**src/rtl/seg_pkg.sv**
```systemverilog
// Shared segment types and constants for the seven-segment scan controller.
package seg_pkg;

  typedef logic [7:0] seg_t;

  // Bit positions inside a segment vector {dp,g,f,e,d,c,b,a}.
  localparam int SEG_A  = 0;
  localparam int SEG_B  = 1;
  localparam int SEG_C  = 2;
  localparam int SEG_D  = 3;
  localparam int SEG_E  = 4;
  localparam int SEG_F  = 5;
  localparam int SEG_G  = 6;
  localparam int SEG_DP = 7;

  localparam seg_t SEG_BLANK = 8'hFF;

endpackage

```
**src/rtl/hex_to_7seg.sv**
```systemverilog
// Hex nibble to active-high segment pattern {g,f,e,d,c,b,a}; purely combinational.
module hex_to_7seg (
  input  logic [3:0] nibble,
  output logic [6:0] seg
);

  always_comb begin
    seg = 7'h00;
    unique case (nibble)
      4'h0: seg = 7'h3F;
      4'h1: seg = 7'h06;
      4'h2: seg = 7'h5B;
      4'h3: seg = 7'h4F;
      4'h4: seg = 7'h66;
      4'h5: seg = 7'h6D;
      4'h6: seg = 7'h7D;
      4'h7: seg = 7'h07;
      4'h8: seg = 7'h7F;
      4'h9: seg = 7'h6F;
      4'hA: seg = 7'h77;
      4'hB: seg = 7'h7C;
      4'hC: seg = 7'h39;
      4'hD: seg = 7'h5E;
      4'hE: seg = 7'h79;
      4'hF: seg = 7'h71;
      default: seg = 7'h00;
    endcase
  end

endmodule

```
**src/rtl/seg_scan_ctrl.sv**
```systemverilog
// Multiplexed N-digit common-anode display driver with PWM dimming, anti-ghost gap and
// frame-synchronous double buffering; outputs registered (1 cycle). SEG_LZB_EN adds leading-zero blanking.
module seg_scan_ctrl
  import seg_pkg::*;
#(
  parameter int NUM_DIGITS = 4,
  parameter int SCAN_DIV   = 20000,
  parameter int BRIGHT_W   = 4
) (
  input  logic                    clk,
  input  logic                    rst,
  input  logic [4*NUM_DIGITS-1:0] value,
  input  logic [NUM_DIGITS-1:0]   dp,
  input  logic [NUM_DIGITS-1:0]   digit_en,
  input  logic [BRIGHT_W-1:0]     brightness,
  input  logic                    load,
  output logic [NUM_DIGITS-1:0]   LEDSEL,
  output logic [7:0]              LEDOUT,
  output logic                    frame_tick
);

  localparam int PW = $clog2(SCAN_DIV);
  localparam int IW = $clog2(NUM_DIGITS);
  localparam logic [PW-1:0] PCNT_LAST = PW'(SCAN_DIV - 1);
  localparam logic [IW-1:0] IDX_LAST  = IW'(NUM_DIGITS - 1);

  logic [PW-1:0]   pcnt_q, pcnt_d;
  logic [IW-1:0]   idx_q, idx_d;
  logic [BRIGHT_W-1:0] pwm_q, pwm_d;
  logic            pending_q, pending_d;
  logic [NUM_DIGITS-1:0][3:0] sh_val_q, sh_val_d, act_val_q, act_val_d;
  logic [NUM_DIGITS-1:0] sh_dp_q, sh_dp_d, act_dp_q, act_dp_d;
  logic [NUM_DIGITS-1:0] sh_en_q, sh_en_d, act_en_q, act_en_d;
  logic [NUM_DIGITS-1:0] ledsel_q, ledsel_d;
  seg_t            ledout_q, ledout_d;
  logic            frame_tick_q, frame_tick_d;

  logic            pcnt_tc, frame_end, pwm_open, seg_on;
  logic [3:0]      cur_nib;
  logic [6:0]      cur_seg;
  seg_t            seg_pat;

  assign pcnt_tc   = (pcnt_q == PCNT_LAST);
  assign frame_end = pcnt_tc && (idx_q == IDX_LAST);
  assign cur_nib   = act_val_q[idx_q];

  hex_to_7seg u_dec (
    .nibble (cur_nib),
    .seg    (cur_seg)
  );

`ifdef SEG_LZB_EN
  logic [NUM_DIGITS-1:0] lz_blank;
  logic                  lz_run;

  // A digit is blanked while every nibble from the top down to it is zero; digit 0 always shows.
  always_comb begin
    lz_blank = '0;
    lz_run   = 1'b1;
    for (int i = NUM_DIGITS - 1; i >= 1; i--) begin
      lz_run      = lz_run && (act_val_q[i] == 4'h0);
      lz_blank[i] = lz_run;
    end
  end
`endif

  always_comb begin
    pcnt_d = pcnt_tc ? '0 : pcnt_q + 1'b1;
    idx_d  = idx_q;
    if (pcnt_tc) idx_d = (idx_q == IDX_LAST) ? '0 : idx_q + 1'b1;
    pwm_d  = pwm_q + 1'b1;

    sh_val_d  = sh_val_q;
    sh_dp_d   = sh_dp_q;
    sh_en_d   = sh_en_q;
    act_val_d = act_val_q;
    act_dp_d  = act_dp_q;
    act_en_d  = act_en_q;
    pending_d = pending_q;

    // Transfer uses the shadow as it stood before this cycle; a coincident load re-arms pending.
    if (frame_end && pending_q) begin
      act_val_d = sh_val_q;
      act_dp_d  = sh_dp_q;
      act_en_d  = sh_en_q;
      pending_d = 1'b0;
    end
    if (load) begin
      sh_val_d  = value;
      sh_dp_d   = dp;
      sh_en_d   = digit_en;
      pending_d = 1'b1;
    end
  end

  always_comb begin
    pwm_open = (brightness == '1) || (pwm_q < brightness);
    seg_on   = act_en_q[idx_q] && (pcnt_q != '0) && pwm_open;
    seg_pat          = '0;
    seg_pat[6:0]     = cur_seg;
    seg_pat[SEG_DP]  = act_dp_q[idx_q];
`ifdef SEG_LZB_EN
    if (lz_blank[idx_q]) begin
      seg_on       = seg_on && act_dp_q[idx_q];
      seg_pat[6:0] = 7'h00;
    end
`endif
    ledsel_d     = '1;
    ledout_d     = SEG_BLANK;
    if (seg_on) begin
      ledsel_d[idx_q] = 1'b0;
      ledout_d        = ~seg_pat;
    end
    frame_tick_d = frame_end;
  end

  always_ff @(posedge clk) begin
    if (!rst) begin
      pcnt_q       <= '0;
      idx_q        <= '0;
      pwm_q        <= '0;
      pending_q    <= 1'b0;
      sh_val_q     <= '0;
      sh_dp_q      <= '0;
      sh_en_q      <= '0;
      act_val_q    <= '0;
      act_dp_q     <= '0;
      act_en_q     <= '0;
      ledsel_q     <= '1;
      ledout_q     <= SEG_BLANK;
      frame_tick_q <= 1'b0;
    end else begin
      pcnt_q       <= pcnt_d;
      idx_q        <= idx_d;
      pwm_q        <= pwm_d;
      pending_q    <= pending_d;
      sh_val_q     <= sh_val_d;
      sh_dp_q      <= sh_dp_d;
      sh_en_q      <= sh_en_d;
      act_val_q    <= act_val_d;
      act_dp_q     <= act_dp_d;
      act_en_q     <= act_en_d;
      ledsel_q     <= ledsel_d;
      ledout_q     <= ledout_d;
      frame_tick_q <= frame_tick_d;
    end
  end

  assign LEDSEL     = ledsel_q;
  assign LEDOUT     = ledout_q;
  assign frame_tick = frame_tick_q;

endmodule

```
**config.mk**
```make
export PLATFORM = sky130hd
export DESIGN_NAME = seg_scan_ctrl
export DESIGN_NICKNAME = d
export VERILOG_FILES = /design/src/rtl/seg_pkg.sv /design/src/rtl/hex_to_7seg.sv /design/src/rtl/seg_scan_ctrl.sv
export SDC_FILE = /design/constraint.sdc
export NUM_CORES = 1
export LEC_CHECK = 0
export ABC_CLOCK_PERIOD_IN_PS = 2100
export CORE_ASPECT_RATIO = 0.7
export CORE_UTILIZATION = 45
export DETAILED_ROUTE_END_ITERATION = 8
export HOLD_SLACK_MARGIN = 0.08
export MAX_ROUTING_LAYER = met4
export PLACE_DENSITY_LB_ADDON = 0.2
export SYNTH_ARGS = -nofsm -noshare
export SYNTH_HDL_FRONTEND = slang
export SYNTH_SLANG_ARGS = --single-unit
```
**constraint.sdc**
```tcl
create_clock -name clk -period 2.1 [get_ports clk]
set_input_delay 0.63 -clock clk [delete_from_list [all_inputs] [get_ports clk]]
set_output_delay 0.63 -clock clk [all_outputs]
set_load 0.005 [all_outputs]
```
==> metrics.txt <==
row count 27; DP Area ~4300 um2; crit path time final approximately 2.0 ns; final setup violation count 0; Vias roughly 2.6k; sequential share of the synthesized area approximately 45%; GRT Resource Usage Total between 10% and 20%; fmax ~490 MHz; RSZ-0062 raised after global routing no; CP Capture Type register; average size of a mapped cell approximately 10 um2; Die X about 110 um; DR vias/cell 4.88; CTS H-tree lvls 3; Post-Syn Instances about 370; Synthesis Warnings 0; Final Util roughly 57%; Total Neg Setup Slack 0 ns; max-cap violations 0; initial antenna violation count 0; Slew Viols, Final 0; Least-Margin Pin Slew 0.428 ns; Clock Skew between 0.006 and 0.007 ns; 1st-pass router iterations 4; drt drc 0; clock root buffer clkbuf_16; routability cong. 0.838; # IOs between 40 and 50; EDFF count, synth 0; Post-CTS Hold Buffers 0; Pleak 0.00175 uW; first-iteration detailed-routing DRC count 56; initial core utilization between 40% and 50%; clock buffer depth 2; asr flop ratio synth 0%; Die Height just under 80 um; status finished clean; vias in the first global route 2474; final net count roughly 470; Die Area ~8600 um2; Worst-Skew Late Latency roughly 0.34 ns; core area 7940 um2; syn_nets 420; Yosys reg bits slightly above 80; HPWL Detailed 5010 um; fin area between 4000 and 5000 um2; post-route ant nets 0; WP data arrival about 2.3 ns; share of the clock period used by the worst path between 90% and 100%; grt ovf 0; layout cells sized above 1 about an eighth; Layout area overhead 22.2%; Wirelength per Cell about 13 um; commonest non-fill, non-tap cell in the layout dfxtp_1; PortBufs 43; worst hold path type register to register; most frequent cells in the layout dfxtp_1, nand2_1, clkdlybuf4s50_1; Req. time, crit path approximately 2.3 ns; CTS tree yes; first-pass GRT wire length between 10000 and 15000 um; ANT cells 0; Max FO, Critical Path 6; Slew HR 71.4%; Pwr Density ~710 nW/um2; largest net degree at the start of global routing 42; Setup WS pre-CTS -0.436 ns; Final Hold Vio Count 0; final worst setup slack 0.0692 ns; Num CTS Buffers 9; Synth cell types 45; clk slew on worst S/H paths 0.06 ns; CP Class register to register; TritonCTS Sinks 83; crit start category register; area of the mapped netlist ~3700 um2; WL final 6900 um; Peak VDD IR between 0.5 and 0.6 mV; top_reg_cell synth dfxtp_1
## logic make-up (layout without fill, tap and decap cells)
family / count (synthesis) / count (layout) / share of synthesized area, %
adders and majority gates: 16 / 16 / 5.38
AOI/OAI and AO/OA: 40 / 40 / 10.0
xor gates and xnor gates: 15 / 15 / 3.53
DFF: 83 / 83 / 44.6
buffers and inverters: 31 / 83 / 4.54
and+or+nand+nor: 157 / 157 / 21.0
muxes: 31 / 31 / 10.9
## flip-flops by register name (all words and copies together), names as in the netlist
register / cells
act_dp_q: 4
sh_dp_q: 4
idx_q: 2
LEDOUT: 8
LEDSEL: 4
act_val_q: 16
pending_q: 1
pwm_q: 4
act_en_q: 4
pcnt_q: 15
sh_en_q: 4
frame_tick: 1
sh_val_q: 16
## worst max-delay path: stages, from the launching register on
cell	delay [ns]
dfxtp_1	0.47
mux4_1	0.73
inv_1	0.16
ha_1	0.27
a22oi_2	0.19
nand2_1	0.09
## synth_stat cells, drive strengths merged, types with 2 or more instances
master	n	share of area (%)
ha	16	5.4
nand2	72	7.3
and2	5	0.84
xnor2	8	1.9
xor2	7	1.6
nor3	2	0.27
nor2	17	1.7
clkbuf	8	0.81
nor2b	27	4.7
nand3	8	1.1
dfxtp	83	45
a22oi	2	0.54
o21ai	3	0.40
or3	2	0.34
a21boi	26	7.3
nor4	2	0.74
nand4	5	0.84
mux4	6	4.1
nand2b	3	0.50
and2b	2	0.40
inv	10	1.0
mux2i	24	6.5
a21oi	2	0.27
and3	7	1.2
and4	3	0.71
buf	13	2.7
## per-layer routing
layer	GRT usage, %	share of wire, %	routed length (um)	up-vias
met5	-	0	0	-
met1	22.6	52	3580	1166
met2	25.8	42	2870	50
met4	6.00	1.3	93	0
li1	-	-	-	1344
met3	6.33	5.2	358	8
## path summary, 6_finish.rpt
| path | startpoint | end | cells after the start | slack (ns) |
|---|---|---|---|---|
| hold reg to reg | act_dp_q[2] | act_dp_q[2] | 2 | 0.46 |
| setup reg to reg | idx_q[0] | LEDOUT[1] | 5 | 0.07 |
| setup / recovery | idx_q[0] | LEDOUT[1] | 5 | 0.07 |
| hold / removal | act_dp_q[2] | act_dp_q[2] | 2 | 0.46 |
## what timing repair did
item / in CTS / in global routing
setup buffers: 0 / 0
gates resized for setup: 2 / 3
setup endpoints to repair: 11 / 7
pin swaps: 1 / 1
## layout make-up
type	instances	area (um2)
Sequential cell	83	1660
Multi-Input combinational cell	259	1900
Inverter	10	37.5
Timing Repair Buffer	58	563
Clock buffer	12	246
Fill cell	703	3390
Clock inverter	3	15.0
Tap cell	101	126
## power by group
group | internal, uW | leakage (uW) | total, uW | switching (uW)
clock | 820 | 0.000132 | 1400 | 583
sequential | 1610 | 0.000675 | 1640 | 25.7
combinational | 121 | 0.000946 | 192 | 70.8
## metrics by stage
stage	power, uW	std cells	hold slack [ns]
final	3230	526	0.457
after global routing	3370	526	0.479
after CTS	3280	526	0.459
after detailed placement	1860	511	0.451
after global placement	1860	511	0.445
after floorplan	1770	373	0.432
Note: power is estimated with default switching activity, not from simulation.
